$ cat src/rtl/uart_pkg.sv
// Shared constants, state encodings and bit-timing helper for the UART
// time-command receiver.
package uart_pkg;

  localparam logic [7:0] CH_T  = 8'h54;
  localparam logic [7:0] CH_CR = 8'h0D;
  localparam logic [7:0] CH_0  = 8'h30;
  localparam logic [7:0] CH_9  = 8'h39;

  typedef enum logic [1:0] {
    R_IDLE,
    R_START,
    R_DATA,
    R_STOP
  } rx_state_t;

  typedef enum logic [2:0] {
    P_IDLE,
    P_H1,
    P_H0,
    P_M1,
    P_M0,
    P_END
  } parse_state_t;

  function automatic int calc_div(input int clk_freq, input int baud);
    return clk_freq / baud;
  endfunction

endpackage

$ cat src/rtl/uart_byte_rx.sv
// 8N1 byte receiver: input synchroniser, mid-bit sampling, stop-bit check.
// data/valid and stop_err are registered single-cycle results of the stop sample.
module uart_byte_rx
  import uart_pkg::*;
#(
  parameter int DIV = 1250
) (
  input  logic       clk,
  input  logic       rst,
  input  logic       rxd,
  output logic [7:0] data,
  output logic       valid,
  output logic       stop_err
);

  localparam int HALF = DIV / 2;
  localparam int CW   = (DIV > 2) ? $clog2(DIV) : 1;

  logic [1:0]    sync;
  logic          prev;
  rx_state_t     state;
  logic [CW-1:0] cnt;
  logic [2:0]    bit_idx;
  logic [7:0]    shift;
  logic          line;

  assign line = sync[1];

  always_ff @(posedge clk) begin
    if (rst) begin
      sync     <= 2'b11;
      prev     <= 1'b1;
      state    <= R_IDLE;
      cnt      <= '0;
      bit_idx  <= '0;
      shift    <= '0;
      data     <= '0;
      valid    <= 1'b0;
      stop_err <= 1'b0;
    end else begin
      sync     <= {sync[0], rxd};
      prev     <= line;
      valid    <= 1'b0;
      stop_err <= 1'b0;
      case (state)
        R_IDLE: begin
          cnt <= '0;
          if (prev && !line) state <= R_START;
        end
        R_START: begin
          // Mid-start-bit re-check rejects short glitches without an error.
          if (cnt == CW'(HALF - 1)) begin
            cnt     <= '0;
            bit_idx <= '0;
            state   <= line ? R_IDLE : R_DATA;
          end else begin
            cnt <= cnt + 1'b1;
          end
        end
        R_DATA: begin
          if (cnt == CW'(DIV - 1)) begin
            cnt     <= '0;
            shift   <= {line, shift[7:1]};
            bit_idx <= bit_idx + 1'b1;
            if (bit_idx == 3'd7) state <= R_STOP;
          end else begin
            cnt <= cnt + 1'b1;
          end
        end
        R_STOP: begin
          if (cnt == CW'(DIV - 1)) begin
            cnt   <= '0;
            state <= R_IDLE;
            if (line) begin
              data  <= shift;
              valid <= 1'b1;
            end else begin
              stop_err <= 1'b1;
            end
          end else begin
            cnt <= cnt + 1'b1;
          end
        end
        default: state <= R_IDLE;
      endcase
    end
  end

endmodule

$ cat src/rtl/uart_time_cmd_rx.sv
// Parses "T HH MM CR" command frames from the UART byte stream, range-checks
// the BCD time and presents it with a one-cycle time_set strobe.
module uart_time_cmd_rx
  import uart_pkg::*;
#(
  parameter int CLK_FREQ     = 12_000_000,
  parameter int BAUD         = 9600,
  parameter int TIMEOUT_BITS = 20
) (
  input  logic       sys_clk,
  input  logic       sys_rst,
  input  logic       uart_rxd,
  output logic [3:0] time_hour_high,
  output logic [3:0] time_hour_low,
  output logic [3:0] time_min_high,
  output logic [3:0] time_min_low,
  output logic       time_set,
  output logic       frame_err,
  output logic [7:0] rx_byte,
  output logic       rx_valid
);

  localparam int DIV      = calc_div(CLK_FREQ, BAUD);
  localparam int TO_LIMIT = TIMEOUT_BITS * DIV;
  localparam int TW       = $clog2(TO_LIMIT + 1);

  logic          stop_err;
  parse_state_t  p_state;
  logic [3:0]    sh_hh, sh_hl, sh_mh, sh_ml;
  logic [TW-1:0] to_cnt;
  logic          is_digit;
  logic          range_ok;

  uart_byte_rx #(.DIV(DIV)) u_byte_rx (
    .clk      (sys_clk),
    .rst      (sys_rst),
    .rxd      (uart_rxd),
    .data     (rx_byte),
    .valid    (rx_valid),
    .stop_err (stop_err)
  );

  assign is_digit = (rx_byte >= CH_0) && (rx_byte <= CH_9);
  assign range_ok = ((sh_hh < 4'd2) || ((sh_hh == 4'd2) && (sh_hl <= 4'd3)))
                    && (sh_mh <= 4'd5);

  always_ff @(posedge sys_clk) begin
    if (sys_rst) begin
      p_state        <= P_IDLE;
      sh_hh          <= '0;
      sh_hl          <= '0;
      sh_mh          <= '0;
      sh_ml          <= '0;
      to_cnt         <= '0;
      time_hour_high <= '0;
      time_hour_low  <= '0;
      time_min_high  <= '0;
      time_min_low   <= '0;
      time_set       <= 1'b0;
      frame_err      <= 1'b0;
    end else begin
      time_set  <= 1'b0;
      frame_err <= 1'b0;
      if (stop_err) begin
        p_state   <= P_IDLE;
        frame_err <= 1'b1;
        to_cnt    <= '0;
      end else if (rx_valid) begin
        // A byte arriving always beats a simultaneous timeout.
        to_cnt <= '0;
        if (rx_byte == CH_T) begin
          p_state <= P_H1;
        end else begin
          case (p_state)
            P_IDLE: p_state <= P_IDLE;
            P_H1, P_H0, P_M1, P_M0: begin
              if (is_digit) begin
                case (p_state)
                  P_H1:    begin sh_hh <= rx_byte[3:0]; p_state <= P_H0;  end
                  P_H0:    begin sh_hl <= rx_byte[3:0]; p_state <= P_M1;  end
                  P_M1:    begin sh_mh <= rx_byte[3:0]; p_state <= P_M0;  end
                  default: begin sh_ml <= rx_byte[3:0]; p_state <= P_END; end
                endcase
              end else begin
                frame_err <= 1'b1;
                p_state   <= P_IDLE;
              end
            end
            P_END: begin
              p_state <= P_IDLE;
              if ((rx_byte == CH_CR) && range_ok) begin
                time_hour_high <= sh_hh;
                time_hour_low  <= sh_hl;
                time_min_high  <= sh_mh;
                time_min_low   <= sh_ml;
                time_set       <= 1'b1;
              end else begin
                frame_err <= 1'b1;
              end
            end
            default: p_state <= P_IDLE;
          endcase
        end
      end else if (p_state != P_IDLE) begin
        if (to_cnt == TW'(TO_LIMIT - 1)) begin
          p_state   <= P_IDLE;
          frame_err <= 1'b1;
          to_cnt    <= '0;
        end else begin
          to_cnt <= to_cnt + 1'b1;
        end
      end else begin
        to_cnt <= '0;
      end
    end
  end

endmodule
$ cat config.mk
export PLATFORM = sky130hd
export DESIGN_NAME = uart_time_cmd_rx
export DESIGN_NICKNAME = d
export VERILOG_FILES = /design/src/rtl/uart_pkg.sv /design/src/rtl/uart_byte_rx.sv /design/src/rtl/uart_time_cmd_rx.sv
export SDC_FILE = /design/constraint.sdc
export NUM_CORES = 1
export LEC_CHECK = 0
export ABC_AREA = 1
export CORE_UTILIZATION = 45
export DETAILED_ROUTE_END_ITERATION = 8
export PLACE_DENSITY = 0.62
export SYNTH_ARGS = -nofsm -noshare
export SYNTH_HDL_FRONTEND = slang
export SYNTH_SLANG_ARGS = --single-unit
$ cat constraint.sdc
create_clock -name sys_clk -period 1.9 [get_ports sys_clk]
set_input_delay 0.57 -clock sys_clk [delete_from_list [all_inputs] [get_ports sys_clk]]
set_output_delay 0.57 -clock sys_clk [all_outputs]
set_load 0.02 [all_outputs]
# Word level (Yosys, flattened, before mapping)
# Index checks and enable logic that the tools add are counted.
[op_classes] eq_ne=20 n_reduce_logical=29 n_mux=31 n_addsub=3 magnitude_cmp=5 bitwise_logic=8
[ops] op="case mux 11 bit (3 select lines)" n=1
[ops] op="2-to-1 mux 3 bit" n=8
[ops] op="AND reduction 6 bit" n=4
[ops] op="2-to-1 mux 11 bit" n=2
[ops] op="adder 15 x 1 -> 15 bit, second input constant" n=1
[ops] op="== test 15 bit, second input constant" n=1
[ops] op="2-to-1 mux 2 bit" n=6
[ops] op="adder 11 x 1 -> 11 bit, second input constant" n=1
[ops] op="== test 11 x 10 -> 1 bit, second input constant" n=1
[ops] op="== test 11 bit, second input constant" n=1
[ops] op="2-to-1 mux 1 bit" n=10
[ops] op="inequality test 2 x 1 -> 1 bit, second input constant" n=5
[ops] op="AND reduction 5 bit" n=2
[ops] op="OR reduction 5 bit" n=2
[ops] op="== test 3 bit, second input constant" n=3
[ops] op="case mux 3 bit (3 select lines)" n=1
[ops] op="== test 8 x 4 -> 1 bit, second input constant" n=1
[ops] op="== test 8 x 7 -> 1 bit, second input constant" n=1
[ops] op=">= comparator 8 x 6 -> 1 bit, second input constant" n=1
[ops] op="<= comparator 8 x 6 -> 1 bit, second input constant" n=1
[ops] op="inverter 1 bit" n=8
[ops] op="case mux 2 bit (4 select lines)" n=1
[ops] op="== test 3 x 2 -> 1 bit, second input constant" n=2
[ops] op="case mux 3 bit (2 select lines)" n=1
[ops] op="other kinds (20)" n=31
[word_totals] out_inout_bits=27 in_bits=3 wordCells=117 ff_bits=89

# Logic depth before layout (Yosys ltp)
[depth] word_depth=10 mapped_depth=11 ltp_nobuf=11

# Modules after synthesis
# From an unflattened synthesis, not the netlist that was laid out.
[hier_totals] cells_unflattened=593 hier_area_um2=4108.9
[by_module_without_submodules] module="uart_time_cmd_rx" n_inst=1 cells_each=390 seq_area_each_um2=1041.0 area_per_inst_um2=2521.2
[by_module_without_submodules] module="uart_byte_rx" n_inst=1 cells_each=203 seq_area_each_um2=740.7 area_per_inst_um2=1587.8

# Worst setup path after synthesis
# Ideal clock, no wire load.
[synth_timing] path_kind="input-to-reg" from="in sys_rst" to="reg to_cnt[8]" setup_time_ps=78 n_path_buf=2 path_stages=7 t_required_ps=1822 t_arrival_ps=1509 slack_ps=313 path_cell_list="buf_2 -> clkinv_2 -> nand2_1 -> nor3_1 -> nand2_1 -> buf_4 -> nor3_1"
[synth_via] elab_chain_cells=1
[synth_rtl] item="start: declaration" line_no="uart_time_cmd_rx.sv:11" text="input logic sys_rst,"
[synth_rtl] item="OR reduction 5 bit (no line)"
[synth_rtl] item="end signal: assignment" line_no="uart_time_cmd_rx.sv:110" text="to_cnt <= to_cnt + 1'b1;"
[synth_rtl] item="end: declaration" line_no="uart_time_cmd_rx.sv:30" text="logic [TW-1:0] to_cnt;"
# No other way between the ends.
# A chain may end at the register's enable or synchronous reset.

# Worst setup path after layout
[layout_timing] from="reg time_hour_low[2]" to="out time_hour_low[2]"
[layout_lines] item="start: declaration" line_no="uart_time_cmd_rx.sv:14" text="output logic [3:0] time_hour_low,"
[layout_lines] item="start signal: assignment" line_no="uart_time_cmd_rx.sv:93" text="time_hour_low <= sh_hl;"
# No word-level cell between the ends.

==> results_dict.tcl <==
set metrics [dict create \
    critPathMaxFanout 2 \
    synth_seq_cells 89 \
    critPathKind "flip-flop to output pin" \
    fp.coreArea_um2 8299 \
    avgSynthCellArea_um2 7.598 \
    rsz0062_at_grt "false" \
    crit_family "buffers and inverters" \
    synth-edff-count 0 \
    finalHoldViolCount 0 \
    die_area_um2 9003 \
    yosys-top-cells-area "dfxtp_1, nor2_1, nand2_1" \
    drtAntennaViolNets 0 \
    slowest_stage "clkdlybuf4s50_1" \
    async_flop_share_pct 0 \
    chipWidth_um 94.89 \
    cpPeakStageDelay_ns 0.59 \
    ir_drop_mv 0.4315 \
    antenna_found_initial 0 \
    gp_congestion 0.8058 \
    synthesis.nets 524 \
    r2r_cells 10 \
    firstDrtPassIters 5 \
    cts-buffers-inserted 9 \
    netlist_instances 511 \
    cp-end-kind "output pin" \
    drc_errors 0 \
    hp-start "u_byte_rx.sync[0]" \
    clock_sinks 89 \
    finalSetupTns_ns 0 \
    fp-row-count 33 \
    area_growth_pct 17.79 \
    antennaDiodeCount 0 \
    portBuffers 29 \
    maxSlewViolCount 0 \
    clkTransAtPathRegs_ns 0.09 \
    crit_cells 1 \
    fillers 806 \
    cts_tree "done" \
    wl_mm 8.038 \
    start_util_pct 46.78 \
    worst_pin_slew_ns 0.6320 \
    p_leak_nw 1.940 \
    status "finished clean" \
    cts_buffer_depth 2 \
    grt_max_degree 36 \
    wl_per_cell_um 12.07 \
    htreeDepth 3 \
    dp_hpwl_mm 5.942 \
    r2r_slack_ns 0.17 \
    r2r-end "u_byte_rx.bit_idx[1]" \
    ys_seq_area_share_pct 45.89 \
    nets 569 \
    cts_root_buf "clkbuf_8" \
    layout-drive-gt1-share_pct 11.23 \
    synth.largest_area_cell "dfxtp_1" \
    required_ns 1.33 \
    critPathLaunchType "flip-flop" \
    hp-class "flip-flop to flip-flop" \
    fin_crit_sh_pct 96.84 \
    max_freq_ghz 0.5435 \
    setup_viol 0 \
    yosysWarnings 0 \
    cap_violations 0 \
    fin_crit_ns 1.840 \
    worst_hold_slack_ns 0.4454 \
    crit_start "time_hour_low[2]" \
    ios 30 \
    critPathBufInv 1 \
    drtIter0Drc 115 \
    finalClockSkew_ns 0.01008 \
    power.density_nw_per_um2 768.8 \
    insertion_delay_ns 0.35 \
    syn_area_um2 3882 \
    first_global_vias 2978 \
    ys.flop_type "dfxtp_1" \
    grt_pass1_wl_mm 13.41 \
    endpoint "time_hour_low[2]" \
    vias 3346 \
    arrival_ns 1.27 \
    synth.top_cell.area_share_pct 45.89 \
    grt.total_usage_pct 19.05 \
    synth.distinct_cells 33 \
    path_cells "clkdlybuf4s50_1" \
    viasPerCell 5.024 \
    die_y_um 94.89 \
    overflow 0 \
    slew_headroom_pct 57.48 \
    r2r_start "u_byte_rx.cnt[0]" \
]
==> area by class of cell <==
cell class	count	area [µm²]	area share, %
clock buffers	9	123.9	2.709
inverters	52	197.7	4.323
multi-input cells	358	1826	39.92
well taps	105	131.4	2.873
flip-flops and latches	89	1782	38.96
repair buffers	46	425.4	9.302
clock inverters	7	87.58	1.915
==> logic make-up (layout without fill, tap and decap cells) <==
logic type | Yosys count | in the layout | share of synthesized area (%)
AO/OA/AOI/OAI | 70 | 70 | 10.83
XOR/XNOR | 7 | 7 | 1.579
adder cells (fa/ha/maj) | 10 | 10 | 3.223
buffers and inverters | 64 | 114 | 7.090
flip-flops | 89 | 89 | 45.89
AND/OR/NAND/NOR | 271 | 271 | 31.39
==> power breakdown <==
group / leakage, nW / total, mW / switching, mW / internal, mW
Combinational: 1.12 / 0.248 / 0.157 / 0.0911
Clock: 0.101 / 1.36 / 0.719 / 0.637
Sequential: 0.717 / 1.91 / 0.0237 / 1.89
Total: 1.94 / 3.52 / 0.900 / 2.62
==> cells in the mapped netlist, types with 3 or more instances <==
cell type and number:
o21ai_0 30, nor2_1 106, nor2_2 4, a211oi_2 8
nand3_1 35, xor2_1 5, nor3b_1 4, nand4_1 13
inv_1 44, dfxtp_1 89, buf_6 3, nand2_1 70
ha_1 10, a21oi_1 28, clkbuf_1 5, inv_2 4
nor3_1 26, or2_2 4
==> how the worst min path moves through the flow <==
stage | end | depth (start not counted)
after global routing | u_byte_rx.sync[1] | 1
after global placement | to_cnt[0] | 1
final | u_byte_rx.sync[1] | 1
after detailed placement | u_byte_rx.sync[1] | 1
after CTS | to_cnt[0] | 1
after floorplan | u_byte_rx.sync[1] | 1
==> cell usage in the layout (no fill, tap or decap), types with 3 or more instances in the layout <==
cell type        count
nor2_1             106
dfxtp_1             89
nand2_1             70
inv_1               44
nand3_1             35
o21ai_0             30
a21oi_1             28
nor3_1              26
buf_4               17
dlygate4sd2_1       14
nand4_1             13
ha_1                10
dlymetal6s2s_1      10
clkbuf_8             9
a211oi_2             8
xor2_1               5
clkdlybuf4s50_1      5
nor2_2               4
inv_2                4
or2_2                4
nor3b_1              4
inv_8                3
==> state kept, by name, indices dropped and copies added, names as in the netlist, named ones only <==
name,count
to_cnt,15
u_byte_rx.cnt,11
u_byte_rx.data,8
u_byte_rx.shift,8
sh_hh,4
sh_hl,4
sh_mh,4
sh_ml,4
time_hour_high,4
time_hour_low,4
time_min_high,4
time_min_low,4
p_state,3
u_byte_rx.bit_idx,3
u_byte_rx.sync,2
frame_err,1
time_set,1
u_byte_rx.prev,1
u_byte_rx.state,1
u_byte_rx.stop_err,1
u_byte_rx.valid,1
==> metrics by stage <==
step | instances | power [mW] | util [%] | setup slack (ns) | cell area, µm²
2_1_floorplan | 511 | 2.134 | - | 0.3131 | 3882
3_3_place_gp | 650 | 2.193 | 52.46 | -0.004832 | 4354
3_5_place_dp | 650 | 2.199 | 52.46 | -0.04442 | 4354
4_1_cts | 666 | 3.572 | 54.80 | 0.002633 | 4548
5_1_grt | 666 | 3.671 | 55.10 | 0.003207 | 4573
6_report | 666 | 3.516 | 55.10 | 0.06000 | 4573
==> layer usage <==
layer / GRT usage, % / wire (µm) / up-vias / part of all wire (%)
met2: 29.32 / 3499 / 69 / 44
met5: 0 / 0 / - / 0
met1: 25.94 / 4086 / 1492 / 51
met3: 3.462 / 308 / 12 / 3.8
met4: 8.333 / 143 / 0 / 1.8
li1: - / - / 1773 / -
==> repair_timing <==
action | 4_1_cts | 5_1_grt
endpoints found under the setup margin | 14 | 10
buffers inserted | 0 | 0
resized for setup | 14 | 10
hold buffers | 0 | 0
No activity file was read; power rests on OpenSTA's default activity.
